`src/rtl/ro_puf_resp_gen_pkg.sv`:
```
// Shared constants, FSM state encoding and vote helper for the RO-PUF reader.
// Consumers: ro_edge_counter and ro_puf_resp_gen (build option PUF_MAJ3_EN).
package ro_puf_pkg;

  localparam int NUM_RO_DEF   = 16;
  localparam int CNT_W_DEF    = 16;
  localparam int SYNC_STAGES  = 2;
  localparam int DRAIN_CYCLES = 3;

  typedef enum logic [2:0] {
    ST_IDLE  = 3'd0,
    ST_ARM   = 3'd1,
    ST_COUNT = 3'd2,
    ST_DRAIN = 3'd3,
    ST_DONE  = 3'd4
  } state_t;

  // Two or more "A faster" votes out of three passes wins.
  function automatic logic vote_majority(input logic [1:0] votes);
    return (votes >= 2'd2);
  endfunction

endpackage

```
`src/rtl/ro_puf_resp_gen_if.sv`:
```
// Challenge/response handshake between the collection logic (master) and the PUF reader (slave).
interface ro_puf_resp_gen_if #(
  parameter int SEL_W = 4,
  parameter int CNT_W = ro_puf_pkg::CNT_W_DEF
);
  logic             start;
  logic [SEL_W-1:0] sel_a;
  logic [SEL_W-1:0] sel_b;
  logic             ready;
  logic             resp_valid;
  logic             resp_bit;
  logic             tie;
  logic             err;
  logic [CNT_W-1:0] count_a;
  logic [CNT_W-1:0] count_b;

  modport master (
    output start, sel_a, sel_b,
    input  ready, resp_valid, resp_bit, tie, err, count_a, count_b
  );

  modport slave (
    input  start, sel_a, sel_b,
    output ready, resp_valid, resp_bit, tie, err, count_a, count_b
  );
endinterface

```
`src/rtl/ro_puf_resp_gen_edge_counter.sv`:
```
// Synchronizes one asynchronous oscillator output, detects rising edges and
// counts them in a saturating counter with clear and enable controls.
module ro_edge_counter
  import ro_puf_pkg::*;
#(
  parameter int CNT_W = CNT_W_DEF
) (
  input  logic             clk,
  input  logic             rst,
  input  logic             i_ro,
  input  logic             i_count_en,
  input  logic             i_clear,
  output logic [CNT_W-1:0] o_count
);

  localparam logic [CNT_W-1:0] CNT_ONE = {{(CNT_W-1){1'b0}}, 1'b1};

  logic [SYNC_STAGES-1:0] r_sync;
  logic                   r_prev;
  logic [CNT_W-1:0]       r_count;
  logic                   w_rise;

  assign w_rise  = r_sync[SYNC_STAGES-1] & ~r_prev;
  assign o_count = r_count;

  // Synchronizer chain, edge-detect flop and saturating edge counter.
  always_ff @(posedge clk) begin
    if (rst) begin
      r_sync  <= '0;
      r_prev  <= 1'b0;
      r_count <= '0;
    end else begin
      r_sync <= {r_sync[SYNC_STAGES-2:0], i_ro};
      r_prev <= r_sync[SYNC_STAGES-1];
      if (i_clear) begin
        r_count <= '0;
      end else if (i_count_en && w_rise && (r_count != {CNT_W{1'b1}})) begin
        r_count <= r_count + CNT_ONE;
      end else begin
        r_count <= r_count;
      end
    end
  end

endmodule

```
`src/rtl/ro_puf_resp_gen.sv`:
```
// RO-PUF response generator: enables two oscillators, counts their edges over a
// fixed window and returns one comparison bit. PUF_MAJ3_EN selects a 2-of-3 vote.
module ro_puf_resp_gen
  import ro_puf_pkg::*;
#(
  parameter int NUM_RO        = NUM_RO_DEF,
  parameter int SEL_W         = 4,
  parameter int CNT_W         = CNT_W_DEF,
  parameter int WINDOW_CYCLES = 1024,
  parameter int SETTLE_CYCLES = 4
) (
  input  logic              clk,
  input  logic              rst,
  ro_puf_resp_gen_if.slave  bus,
  input  logic [NUM_RO-1:0] i_ro_out,
  output logic [NUM_RO-1:0] o_ro_enable
);

  localparam int TMR_MAX = (WINDOW_CYCLES > SETTLE_CYCLES) ? WINDOW_CYCLES : SETTLE_CYCLES;
  localparam int TMR_W   = $clog2(TMR_MAX + 1);
  localparam logic [TMR_W-1:0]  SETTLE_LAST = TMR_W'(SETTLE_CYCLES - 1);
  localparam logic [TMR_W-1:0]  WINDOW_LAST = TMR_W'(WINDOW_CYCLES - 1);
  localparam logic [TMR_W-1:0]  DRAIN_LAST  = TMR_W'(DRAIN_CYCLES - 1);
  localparam logic [TMR_W-1:0]  TMR_ONE     = {{(TMR_W-1){1'b0}}, 1'b1};
  localparam logic [NUM_RO-1:0] RO_ONE      = {{(NUM_RO-1){1'b0}}, 1'b1};

  state_t            r_state;
  logic [TMR_W-1:0]  r_timer;
  logic [SEL_W-1:0]  r_sel_a;
  logic [SEL_W-1:0]  r_sel_b;
  logic              r_ready;
  logic [NUM_RO-1:0] r_enable;
  logic              r_resp_valid;
  logic              r_resp_bit;
  logic              r_tie;
  logic              r_err;
  logic [CNT_W-1:0]  r_count_a;
  logic [CNT_W-1:0]  r_count_b;
`ifdef PUF_MAJ3_EN
  logic [1:0]        r_eval_idx;
  logic [1:0]        r_votes;
  logic [1:0]        w_votes_total;
`endif

  logic              w_ro_a;
  logic              w_ro_b;
  logic              w_count_en;
  logic              w_clear;
  logic [CNT_W-1:0]  w_cnt_a;
  logic [CNT_W-1:0]  w_cnt_b;
  logic              w_gt;
  logic              w_eq;
  logic [NUM_RO-1:0] w_mask_new;
`ifdef PUF_MAJ3_EN
  logic [NUM_RO-1:0] w_mask_cur;
`endif

  // The selection registers only change at accept, so the mux feeding each synchronizer is stable while counting.
  assign w_ro_a     = i_ro_out[r_sel_a];
  assign w_ro_b     = i_ro_out[r_sel_b];
  assign w_count_en = (r_state == ST_COUNT);
  assign w_clear    = (r_state == ST_IDLE) || (r_state == ST_ARM);
  assign w_gt       = (w_cnt_a > w_cnt_b);
  assign w_eq       = (w_cnt_a == w_cnt_b);
  assign w_mask_new = (RO_ONE << bus.sel_a) | (RO_ONE << bus.sel_b);
`ifdef PUF_MAJ3_EN
  assign w_mask_cur    = (RO_ONE << r_sel_a) | (RO_ONE << r_sel_b);
  assign w_votes_total = r_votes + {1'b0, w_gt};
`endif

  ro_edge_counter #(.CNT_W(CNT_W)) u_cnt_a (
    .clk        (clk),
    .rst        (rst),
    .i_ro       (w_ro_a),
    .i_count_en (w_count_en),
    .i_clear    (w_clear),
    .o_count    (w_cnt_a)
  );

  ro_edge_counter #(.CNT_W(CNT_W)) u_cnt_b (
    .clk        (clk),
    .rst        (rst),
    .i_ro       (w_ro_b),
    .i_count_en (w_count_en),
    .i_clear    (w_clear),
    .o_count    (w_cnt_b)
  );

  // Evaluation sequencer with registered handshake, enable and result outputs.
  always_ff @(posedge clk) begin
    if (rst) begin
      r_state      <= ST_IDLE;
      r_timer      <= '0;
      r_sel_a      <= '0;
      r_sel_b      <= '0;
      r_ready      <= 1'b1;
      r_enable     <= '0;
      r_resp_valid <= 1'b0;
      r_resp_bit   <= 1'b0;
      r_tie        <= 1'b0;
      r_err        <= 1'b0;
      r_count_a    <= '0;
      r_count_b    <= '0;
`ifdef PUF_MAJ3_EN
      r_eval_idx   <= 2'd0;
      r_votes      <= 2'd0;
`endif
    end else begin
      r_resp_valid <= 1'b0;
      case (r_state)
        ST_IDLE: begin
          if (bus.start) begin
            r_sel_a    <= bus.sel_a;
            r_sel_b    <= bus.sel_b;
            r_ready    <= 1'b0;
            r_timer    <= '0;
            r_resp_bit <= 1'b0;
            r_tie      <= 1'b0;
            r_count_a  <= '0;
            r_count_b  <= '0;
`ifdef PUF_MAJ3_EN
            r_eval_idx <= 2'd0;
            r_votes    <= 2'd0;
`endif
            if (bus.sel_a == bus.sel_b) begin
              r_err        <= 1'b1;
              r_resp_valid <= 1'b1;
              r_state      <= ST_DONE;
            end else begin
              r_err    <= 1'b0;
              r_enable <= w_mask_new;
              r_state  <= ST_ARM;
            end
          end
        end
        ST_ARM: begin
          if (r_timer == SETTLE_LAST) begin
            r_timer <= '0;
            r_state <= ST_COUNT;
          end else begin
            r_timer <= r_timer + TMR_ONE;
          end
        end
        ST_COUNT: begin
          if (r_timer == WINDOW_LAST) begin
            r_timer  <= '0;
            r_enable <= '0;
            r_state  <= ST_DRAIN;
          end else begin
            r_timer <= r_timer + TMR_ONE;
          end
        end
        ST_DRAIN: begin
          if (r_timer == DRAIN_LAST) begin
            r_timer <= '0;
`ifdef PUF_MAJ3_EN
            r_tie   <= r_tie | w_eq;
            if (r_eval_idx == 2'd2) begin
              r_resp_bit   <= vote_majority(w_votes_total);
              r_count_a    <= w_cnt_a;
              r_count_b    <= w_cnt_b;
              r_resp_valid <= 1'b1;
              r_state      <= ST_DONE;
            end else begin
              r_votes    <= w_votes_total;
              r_eval_idx <= r_eval_idx + 2'd1;
              r_enable   <= w_mask_cur;
              r_state    <= ST_ARM;
            end
`else
            r_resp_bit   <= w_gt;
            r_tie        <= w_eq;
            r_count_a    <= w_cnt_a;
            r_count_b    <= w_cnt_b;
            r_resp_valid <= 1'b1;
            r_state      <= ST_DONE;
`endif
          end else begin
            r_timer <= r_timer + TMR_ONE;
          end
        end
        ST_DONE: begin
          r_ready <= 1'b1;
          r_state <= ST_IDLE;
        end
        default: begin
          r_timer  <= '0;
          r_enable <= '0;
          r_ready  <= 1'b1;
          r_state  <= ST_IDLE;
        end
      endcase
    end
  end

  assign o_ro_enable    = r_enable;
  assign bus.ready      = r_ready;
  assign bus.resp_valid = r_resp_valid;
  assign bus.resp_bit   = r_resp_bit;
  assign bus.tie        = r_tie;
  assign bus.err        = r_err;
  assign bus.count_a    = r_count_a;
  assign bus.count_b    = r_count_b;

endmodule
```
`src/flat_wrapper.sv`:
```
// flat-port wrapper written by rule: the top's interface ports become plain ports
module ro_puf_resp_gen_flat import ro_puf_pkg::*;
#(
  parameter int NUM_RO        = NUM_RO_DEF,
  parameter int SEL_W         = 4,
  parameter int CNT_W         = CNT_W_DEF,
  parameter int WINDOW_CYCLES = 1024,
  parameter int SETTLE_CYCLES = 4
)
  (clk, rst, i_ro_out, o_ro_enable, bus_start, bus_sel_a, bus_sel_b, bus_ready, bus_resp_valid, bus_resp_bit, bus_tie, bus_err, bus_count_a, bus_count_b);
  ro_puf_resp_gen_if #(.SEL_W(SEL_W), .CNT_W(CNT_W)) bus_i ();
  input  logic clk;
  input  logic rst;
  input  logic [NUM_RO-1:0] i_ro_out;
  output logic [NUM_RO-1:0] o_ro_enable;
  input wire logic [$bits(bus_i.start)-1:0] bus_start;
  input wire logic [$bits(bus_i.sel_a)-1:0] bus_sel_a;
  input wire logic [$bits(bus_i.sel_b)-1:0] bus_sel_b;
  output wire logic [$bits(bus_i.ready)-1:0] bus_ready;
  output wire logic [$bits(bus_i.resp_valid)-1:0] bus_resp_valid;
  output wire logic [$bits(bus_i.resp_bit)-1:0] bus_resp_bit;
  output wire logic [$bits(bus_i.tie)-1:0] bus_tie;
  output wire logic [$bits(bus_i.err)-1:0] bus_err;
  output wire logic [$bits(bus_i.count_a)-1:0] bus_count_a;
  output wire logic [$bits(bus_i.count_b)-1:0] bus_count_b;
  assign bus_i.start = bus_start;
  assign bus_i.sel_a = bus_sel_a;
  assign bus_i.sel_b = bus_sel_b;
  assign bus_ready = bus_i.ready;
  assign bus_resp_valid = bus_i.resp_valid;
  assign bus_resp_bit = bus_i.resp_bit;
  assign bus_tie = bus_i.tie;
  assign bus_err = bus_i.err;
  assign bus_count_a = bus_i.count_a;
  assign bus_count_b = bus_i.count_b;
  ro_puf_resp_gen #(.NUM_RO(NUM_RO), .SEL_W(SEL_W), .CNT_W(CNT_W), .WINDOW_CYCLES(WINDOW_CYCLES), .SETTLE_CYCLES(SETTLE_CYCLES)) u_core (.clk(clk), .rst(rst), .bus(bus_i), .i_ro_out(i_ro_out), .o_ro_enable(o_ro_enable));
endmodule
```
`config.mk`:
```
export PLATFORM = sky130hd
export DESIGN_NAME = ro_puf_resp_gen_flat
export DESIGN_NICKNAME = d
export VERILOG_FILES = /design/src/rtl/ro_puf_resp_gen_pkg.sv /design/src/rtl/ro_puf_resp_gen_if.sv /design/src/rtl/ro_puf_resp_gen_edge_counter.sv /design/src/rtl/ro_puf_resp_gen.sv /design/src/flat_wrapper.sv
export SDC_FILE = /design/constraint.sdc
export NUM_CORES = 1
export LEC_CHECK = 0
export BUFFER_PORTS_ARGS = -buffer_cell sky130_fd_sc_hd__buf_2
export CORE_AREA = 2 2 116 118
export DETAILED_ROUTE_END_ITERATION = 16
export DIE_AREA = 0 0 118 120
export GPL_ROUTABILITY_DRIVEN = 0
export PLACE_DENSITY_LB_ADDON = 0.05
export SLEW_MARGIN = 20
export SYNTH_ARGS = -nofsm -noshare
export SYNTH_HDL_FRONTEND = slang
export SYNTH_SLANG_ARGS = --single-unit
```
`constraint.sdc`:
```
create_clock -name clk -period 2.3 [get_ports clk]
set_input_delay 0.46 -clock clk [delete_from_list [all_inputs] [get_ports clk]]
set_output_delay 0.46 -clock clk [all_outputs]
set_load 0.02 [all_outputs]
```
==> run metrics, run 1 <==
CP arrival 2.51 ns; Post-Syn Instances 696; post-synth top area cell dfxtp_1; first-pass GRT wire length 24,400 µm; RSZ-0062 raised after global routing no; register bit total from synthesis 113; Max Slew Vio Count 0; final std cells w/o fill 972; CP top delay family simple AND/OR/NAND/NOR gates; CTS Root Cell clkbuf_16; EDFF count, synth 0; Tcrit/Tclk final 0.939; Synth Net Count 743; sum of negative setup slack 0 ns; CP Launch Type register; largest net degree at the start of global routing 44; final setup vio count 0; syn_area_per_cell 8.24 µm²; CTS tree built; dpl cells 941; met3 GRT Util 0.0599; DRC 0; post-DP HPWL 10,400 µm; Worst Path Buf+Inv 1; crit end category register; maximum clock frequency 0.463 GHz; status finished, final reports clean; met2 GRT Util 0.366; Die H 120 µm; CTS Buf Count 17; CP Cell Sequence inv_1, ha_1, nand4_1, or4_1, or2_2, or2_2, a21oi_1; LEAKAGE 2.69 nW; Die W 118 µm; Die Area 14,200 µm²; CP Max Fanout 5; part of the Yosys area used for sequential elements 0.394; # H-tree levels 4; Yosys cell types 55; vias 5,285; pwr dens 685 nW/µm²; vias in the first global route 4,995; Clock Skew 0.00781 ns; layout cell share with drive strength beyond 1 0.212; Port-buffer cells 79; met1 usage 0.263; worst setup margin 0.140 ns; initial antenna violation count 0; final global-route overflow total 0; Worst Path Required 2.65 ns; final core utilization 0.541; diode count 0; io pins 80; ranking of synthesized cells by area dfxtp_1 39%, nand2_1 7.7%, a21oi_1 5.2%, nand3_1 4.5%, ha_1 4.4%; Crit-path slowest cell or4_1; Vias/cell 5.44; Nets 831; Area Growth Syn to Fin 22.4%; actual slew at the worst max-slew pin 0.659 ns; Pre-antenna DRT Iters 5; max_slew headroom 0.557; Max-cap violations 0; Setup CP Type reg -> reg; initial core utilization 0.442; busiest grt layer met2; Mapped Area 5740 µm²; Place WS 0.141 ns; share of Yosys cell area claimed by the top area cell type 0.394; drt initial violations 263; final worst path period need 2.16 ns; clock sink count 113; R2R Setup Slk 0.14 ns; DR WL/cell 15.1 µm; post-CTS setup repair buffer count 0; Total GRT Usage 0.216; clk slew on worst S/H paths 0.05 ns; maximum VDD drop 0.402 mV; routed wire length 14,700 µm; top_reg_cell synth dfxtp_1; yosys warns 0; clock buffer depth 2; Post-synth ARST share 0; Worst-Skew Late Latency 0.41 ns; Core Region 13,000 µm²; hold crit path type in -> reg; Routed Antenna Nets 0; fillers 1,272; slowest stage delay, CP 0.45 ns; Fin. Hold Viols 0; FP Rows 42; Worst path most repeated cell or2_2
==> metrics by stage <==
stage          hold slack (ns)  cell area, µm²  total power [mW]
3_5_place_dp             0.424            6470              2.41
5_1_grt                  0.374            7020              5.01
6_report                 0.352            7020              4.81
3_3_place_gp             0.420            6470              2.41
4_1_cts                  0.328            7020              4.87
2_1_floorplan            0.414            5740              2.31
==> power breakdown <==
group	leakage, nW	internal [mW]	switching (mW)
Sequential	0.914	1.99	0.0250
Clock	0.277	1.58	0.857
Combinational	1.50	0.145	0.210
Total	2.69	3.72	1.09
==> worst min-delay path: stages <==
cell	delay (ns)
buf_2	0.13
nand2_1	0.06
nand2_1	0.04
nand2_1	0.05
==> area by class of cell <==
class	instances	area [µm²]	share of cell area
Multi-Input combinational cell	514	3210	0.457
Sequential cell	113	2260	0.322
Timing Repair Buffer	116	698	0.0994
Clock buffer	25	495	0.0706
Tap cell	176	220	0.0314
Inverter	22	82.6	0.0118
Clock inverter	6	55.1	0.00784
==> cells by family after synthesis <==
logic type | synth area share
buffers and inverters | 0.0491
AOI/OAI and AO/OA | 0.127
muxes | 0.0726
DFF | 0.394
adders and majority gates | 0.0436
xor gates and xnor gates | 0.0458
and+or+nand+nor | 0.267
==> routing by layer <==
metal  wire [µm]  part of all wire  vias to the layer above
met5           0                 0                        -
met4         230             0.016                        0
met3         758             0.052                       19
met2        7360              0.50                      136
met1        6300              0.43                     2489
li1            -                 -                     2641
==> registers in the layout (all words and copies together), names as in the netlist <==
signal and flops:
u_core.o_ro_enable 16, u_core.u_cnt_b.o_count 16, u_core.r_sel_b 4, u_core.bus.count_a 16
u_core.u_cnt_b.r_sync 2, u_core.u_cnt_a.o_count 16, u_core.bus.resp_bit 1, u_core.bus.count_b 16
u_core.bus.resp_valid 1, u_core.bus.err 1, u_core.bus.tie 1, u_core.u_cnt_a.r_prev 1
u_core.r_timer 11, u_core.u_cnt_b.r_prev 1, u_core.bus.ready 1, u_core.r_state 3
u_core.r_sel_a 4, u_core.u_cnt_a.r_sync 2
==> cells in the mapped netlist, drive strengths merged, types with 5 or more instances <==
library cell,instances
inv,22
nand4,12
o21ai,20
nand3,52
and4,5
nor2b,7
mux4,10
xnor2,16
ha,20
o22ai,8
a21oi,60
and2,6
dfxtp,113
nand2,117
clkbuf,43
nand2b,12
or3,6
xor2,14
mux2i,18
nor4,18
a2111oi,5
nor2,46
nor3,17
==> layout by cell type (no fill, tap or decap), types with 7 or more instances in the layout <==
cell type,count
nor3_1,16
clkbuf_16,17
xnor2_1,16
buf_4,35
nor4_1,16
mux2i_1,18
nand2_1,117
mux4_2,10
nand2b_1,12
dfxtp_1,111
ha_1,20
nor2b_1,7
nand3_1,51
o22ai_1,8
nor2_1,46
xor2_1,14
buf_2,79
a21oi_1,60
o21ai_0,18
nand4_1,12
inv_1,22
==> final timing paths <==
check | end | cells past startpoint | from
worst max-delay path | u_core.bus.tie$_SDFFE_PP0P_ | 7 | u_core.u_cnt_b.o_count[14]$_SDFFE_PP0P_
worst min-delay path | u_core.bus.ready$_SDFFE_PP1P_ | 4 | bus_start
worst max register to register | u_core.bus.tie$_SDFFE_PP0P_ | 7 | u_core.u_cnt_b.o_count[14]$_SDFFE_PP0P_
worst min register to register | u_core.u_cnt_b.r_sync[1]$_SDFF_PP0_ | 1 | u_core.u_cnt_b.r_sync[0]$_SDFF_PP0_
==> what timing repair did <==
action                                  CTS  global route
resized for setup                         0             2
endpoints found under the setup margin    0             1
hold buffers                              0             0
No activity file was read; power rests on OpenSTA's default activity.
==> inputs of run 2 (changes only) <==
--- a/config.mk
+++ b/config.mk
@@ -5,10 +5,12 @@
 export SDC_FILE = /design/constraint.sdc
 export NUM_CORES = 1
 export LEC_CHECK = 0
+export ABC_AREA = 1
 export BUFFER_PORTS_ARGS = -buffer_cell sky130_fd_sc_hd__buf_2
-export CORE_AREA = 2 2 116 118
+export CORE_AREA = 2 2 110 112
+export CTS_BUF_LIST = sky130_fd_sc_hd__clkbuf_4 sky130_fd_sc_hd__clkbuf_8
 export DETAILED_ROUTE_END_ITERATION = 16
-export DIE_AREA = 0 0 118 120
+export DIE_AREA = 0 0 112 114
 export GPL_ROUTABILITY_DRIVEN = 0
 export PLACE_DENSITY_LB_ADDON = 0.05
 export SLEW_MARGIN = 20
==> run 2 against run 1 <==
Clock-buffer cell count rose by 3. Clock power fell by 23%. Combinational power rose to 5.1 times the previous value. Maximum frequency rose by 11%. Highest routed layer unchanged. Critical path depth rose by 1. Global-route usage rose by 2.5 points. Wire length fell by 0.33%.
==> run metrics, run 2 <==
status finished, final reports clean; final std cells w/o fill 1,152; crit end category register; routed wire length 14,600 µm; Power Total 6.10 mW; post-synth top area cell dfxtp_1; top-count cell post-synth nand2_1; Core Region 11,700 µm²; pwr dens 872 nW/µm²; Vias/cell 5.17; leading cell types in the layout, fill and taps excluded 247 x nand2_1, 113 x dfxtp_1, 109 x a21oi_1, 100 x nor2_1, 91 x inv_1; vias 5,954; clock sink count 113; CTS Root Cell clkbuf_8; Crit-path slowest cell dfxtp_1; top_reg_cell synth dfxtp_1; # H-tree levels 4; Die H 114 µm; EDFF count, synth 0; RSZ-0062 raised after global routing no; Mapped Area 6090 µm²; max_slew headroom 0.648; Worst path most repeated cell nor2_1; Setup CP Type reg -> reg; Post-Syn Instances 920; Max Slew Vio Count 0; Max-cap violations 0; clk slew on worst S/H paths 0.07 ns; Die Area 12,800 µm²; Fin. Hold Viols 0; diode count 0; CTS tree built; maximum VDD drop 0.819 mV; Pre-antenna DRT Iters 5; share of Yosys cell area claimed by the top area cell type 0.372; CTS Buf Count 17; actual slew at the worst max-slew pin 0.523 ns; clock buffer depth 2; part of the Yosys area used for sequential elements 0.372; Die W 112 µm; Worst-Skew Late Latency 0.44 ns; CP arrival 2.28 ns; fillers 1,193; Worst Path Buf+Inv 0; CP Launch Type register; CP Max Fanout 28; final worst path period need 1.95 ns; Post-synth ARST share 0; Synth Net Count 967; io pins 80; Worst Path Required 2.63 ns; post-DP HPWL 10,500 µm; drt initial violations 291; layout cell share with drive strength beyond 1 0.138; Nets 1,039; slowest stage delay, CP 0.40 ns; syn_area_per_cell 6.62 µm²; Place WS 0.343 ns; Total GRT Usage 0.241; cts hold-fix bufs 0; vias in the first global route 5,664; Synth top cells by count 247 x nand2_1, 113 x dfxtp_1, 109 x a21oi_1; Clock Skew 0.00834 ns; CP Cell Sequence ha_1, nand2_1, nor2_1, nand3_1, a21oi_4, nand3_4, nor2_1, nor2_1; initial core utilization 0.520; LEAKAGE 2.95 nW; largest net degree at the start of global routing 41; DP Area 6580 µm²; Area Growth Syn to Fin 14.8%; final global-route overflow total 0; final setup vio count 0; hold crit path type in -> reg; ranking of synthesized cells by area dfxtp_1 37%, nand2_1 15%, a21oi_1 9.0%, nor2_1 6.2%, inv_1 5.6%; Finished Cell Area 6990 µm²; DR WL/cell 12.7 µm; dpl cells 1,120; Routed Antenna Nets 0; worst setup margin 0.351 ns; Tcrit/Tclk final 0.847; sum of negative setup slack 0 ns; register bit total from synthesis 113; CP top delay family simple AND/OR/NAND/NOR gates; DRC 0; post-CTS setup repair buffer count 0; first-pass GRT wire length 25,600 µm; yosys warns 0; most common cell after layout, fill and taps aside nand2_1; FP Rows 40; initial antenna violation count 0; Port-buffer cells 79; # resized after CTS 0; maximum clock frequency 0.513 GHz; Yosys cell types 33
[run 2: per-stage QoR]
step,utilization,hold WS [ns]
final,0.597,0.303
after global routing,0.597,0.289
after CTS,0.597,0.284
after detailed placement,0.562,0.399
after global placement,0.562,0.397
after floorplan,-,0.388
[run 2: layout make-up]
type                    instances  area, µm²  share of cell area
inverters                     104        390              0.0559
repair buffers                 91        485              0.0695
clock buffers                  28        360              0.0516
flip-flops and latches        113       2260               0.324
well taps                     147        184              0.0263
clock inverters                 4       45.0             0.00645
multi-input cells             665       3260               0.467
[run 2: worst paths after layout]
path	to	start	cells after the start	slack, ns
worst max-delay path	u_core.o_ro_enable[2]$_SDFFE_PP0P_	u_core.r_timer[0]$_SDFFE_PP0P_	8	0.35
worst min-delay path	u_core.bus.err$_SDFFE_PP0P_	rst	2	0.30
worst max register to register	u_core.o_ro_enable[2]$_SDFFE_PP0P_	u_core.r_timer[0]$_SDFFE_PP0P_	8	0.35
worst min register to register	u_core.u_cnt_b.r_sync[1]$_SDFF_PP0_	u_core.u_cnt_b.r_sync[0]$_SDFF_PP0_	2	0.40
[run 2: report_power, final]
group          switching (mW)  leakage [nW]  total (mW)  internal [mW]
Clock                   0.791         0.217        1.89           1.10
Combinational            1.23          1.82        1.80          0.577
Sequential              0.201         0.917        2.40           2.20
Total                    2.22          2.95        6.10           3.88
[run 2: logic make-up after synthesis]
logic type,synth area share
simple gates,0.325
flops,0.372
xor+xnor,0.0317
compound gates,0.138
buf+inv,0.0925
fa+ha+maj,0.0411
[run 2: layer usage]
| layer | share of wire | up-vias | wire length (µm) | GRT usage |
|---|---|---|---|---|
| li1 | - | 3140 | - | - |
| met1 | 0.46 | 2671 | 6750 | 0.287 |
| met2 | 0.47 | 113 | 6850 | 0.417 |
| met3 | 0.045 | 30 | 663 | 0.0659 |
| met4 | 0.023 | 0 | 338 | 0.0967 |
| met5 | 0 | - | 0 | 0 |
==> inputs of run 3 (changes only) <==
==> constraint.sdc (replaced) <==
create_clock -name clk -period 1.65 [get_ports clk]
set_input_delay 0.33 -clock clk [delete_from_list [all_inputs] [get_ports clk]]
set_output_delay 0.33 -clock clk [all_outputs]
set_load 0.02 [all_outputs]
==> run 3 against run 2 <==
Critical path type unchanged. Combinational power is 80% higher. Die area stayed put. Sequential power is 39% higher. Setup slack worse by 0.28 ns. Register-to-register slack worse by 0.28 ns.
==> run metrics, run 3 (synthesized netlist as in run 2, its figures left out) <==
status finished, final reports clean; CTS Root Cell clkbuf_8; Nets 1,095; cts hold-fix bufs 0; layout cell share with drive strength beyond 1 0.229; Comb pwr share 0.347; CTS Buf Count 17; Tcrit/Tclk final 0.958; crit end category register; routed wire length 15,400 µm; Worst-Skew Late Latency 0.45 ns; initial core utilization 0.520; clock sink count 113; Port-buffer cells 79; Total GRT Usage 0.243; Worst Path Required 2.03 ns; Vias/cell 5.15; pwr dens 1220 nW/µm²; maximum VDD drop 1.13 mV; io pins 80; final global-route overflow total 0; diode count 0; Fin. Hold Viols 0; # H-tree levels 4; fillers 1,085; met1 usage 0.285; met3 GRT Util 0.0723; busiest grt layer met2; actual slew at the worst max-slew pin 0.511 ns; Setup CP Type reg -> reg; most common cell after layout, fill and taps aside nand2_1; vias in the first global route 5,590; hold crit path type in -> reg; LEAKAGE 3.30 nW; vias 6,222; CP Max Fanout 7; Max-cap violations 0; maximum clock frequency 0.633 GHz; Area Growth Syn to Fin 25.9%; Die H 114 µm; first-pass GRT wire length 25,300 µm; CP Launch Type register; leading cell types in the layout, fill and taps excluded 241 x nand2_1, 109 x a21oi_1, 103 x dfxtp_1, 91 x inv_1, 84 x nor2_1; max_slew headroom 0.659; P_sw 3.36 mW; FP Rows 40; sequential share of power 0.358; Max Slew Vio Count 0; CTS tree built; largest net degree at the start of global routing 35; clock buffer depth 2; R2R Setup Slk 0.07 ns; met2 GRT Util 0.422; post-DP HPWL 10,900 µm; Pre-antenna DRT Iters 5; clk slew on worst S/H paths 0.07 ns; Die Area 12,800 µm²; final setup vio count 0; RSZ-0062 raised after global routing yes; Die W 112 µm; DRC 0; clock share of power 0.295; initial antenna violation count 0; CP arrival 1.96 ns; DR WL/cell 12.7 µm; Clock Skew 0.0117 ns; final worst path period need 1.58 ns; Power Total 9.34 mW; Core Region 11,700 µm²; Sw Ratio 0.360; hold slack 0.167 ns; Routed Antenna Nets 0; hold path cells 2; Reg2Reg Depth 9; Pint 5.97 mW; drt initial violations 364
==> run 3: path summary, 6_finish.rpt <==
kind	startpoint	to
setup reg to reg	u_core.r_state[0]$_SDFFE_PP0P_	u_core.o_ro_enable[15]$_SDFFE_PP0P_
setup / recovery	u_core.r_state[0]$_SDFFE_PP0P_	u_core.o_ro_enable[15]$_SDFFE_PP0P_
hold reg to reg	u_core.u_cnt_a.r_sync[0]$_SDFF_PP0_	u_core.u_cnt_a.r_sync[1]$_SDFF_PP0_
hold / removal	rst	u_core.bus.err$_SDFFE_PP0P_
==> run 3: metal layers <==
metal	vias to the layer above	routed length [µm]
met5	-	0
met4	0	308
met3	30	844
met2	151	7500
met1	2792	6720
li1	3249	-
==> run 3: timing repair <==
| action | CTS | global route |
|---|---|---|
| setup endpoints to repair | 0 | 88 |
| resized for setup | 0 | 54 |
| setup buffers | 0 | 1 |
==> run 3: worst max-delay path, cell delays in order, from the launching register on <==
cell	delay (ns)
dfxtp_1	0.43
inv_1	0.06
nand3_1	0.19
inv_2	0.10
a21oi_4	0.18
nand3_4	0.15
clkbuf_16	0.20
nand2_1	0.06
nand2_1	0.05
nor2_1	0.09
==> run 3: power groups by stage <==
stage | logic, mW | registers, mW | clock network (mW)
3_3_place_gp | 2.80 | 3.38 | 0
5_1_grt | 3.61 | 3.39 | 2.92
3_5_place_dp | 2.82 | 3.37 | 0
4_1_cts | 2.83 | 3.32 | 2.80
6_report | 3.24 | 3.34 | 2.75
2_1_floorplan | 1.78 | 3.55 | 0
==> run 3: metrics by stage <==
stage          instances  TNS (ns)  setup WS [ns]  utilization  area, µm²
6_report            1208         0         0.0691        0.654       7660
5_1_grt             1208    -0.745        -0.0416        0.654       7660
4_1_cts             1204         0         0.0316        0.634       7420
3_5_place_dp        1172         0         0.0311        0.598       7000
3_3_place_gp        1172         0         0.0316        0.598       7000
2_1_floorplan        920         0         0.0103            -       6090
==> run 3: layout make-up <==
cell class	instances	area (µm²)	area share
sequential	113	2270	0.297
tap	147	184	0.0240
timing repair buffer	147	985	0.129
inverter	104	390	0.0510
clock inverter	11	135	0.0176
multi-input combinational	665	3410	0.445
clock buffer	21	283	0.0369
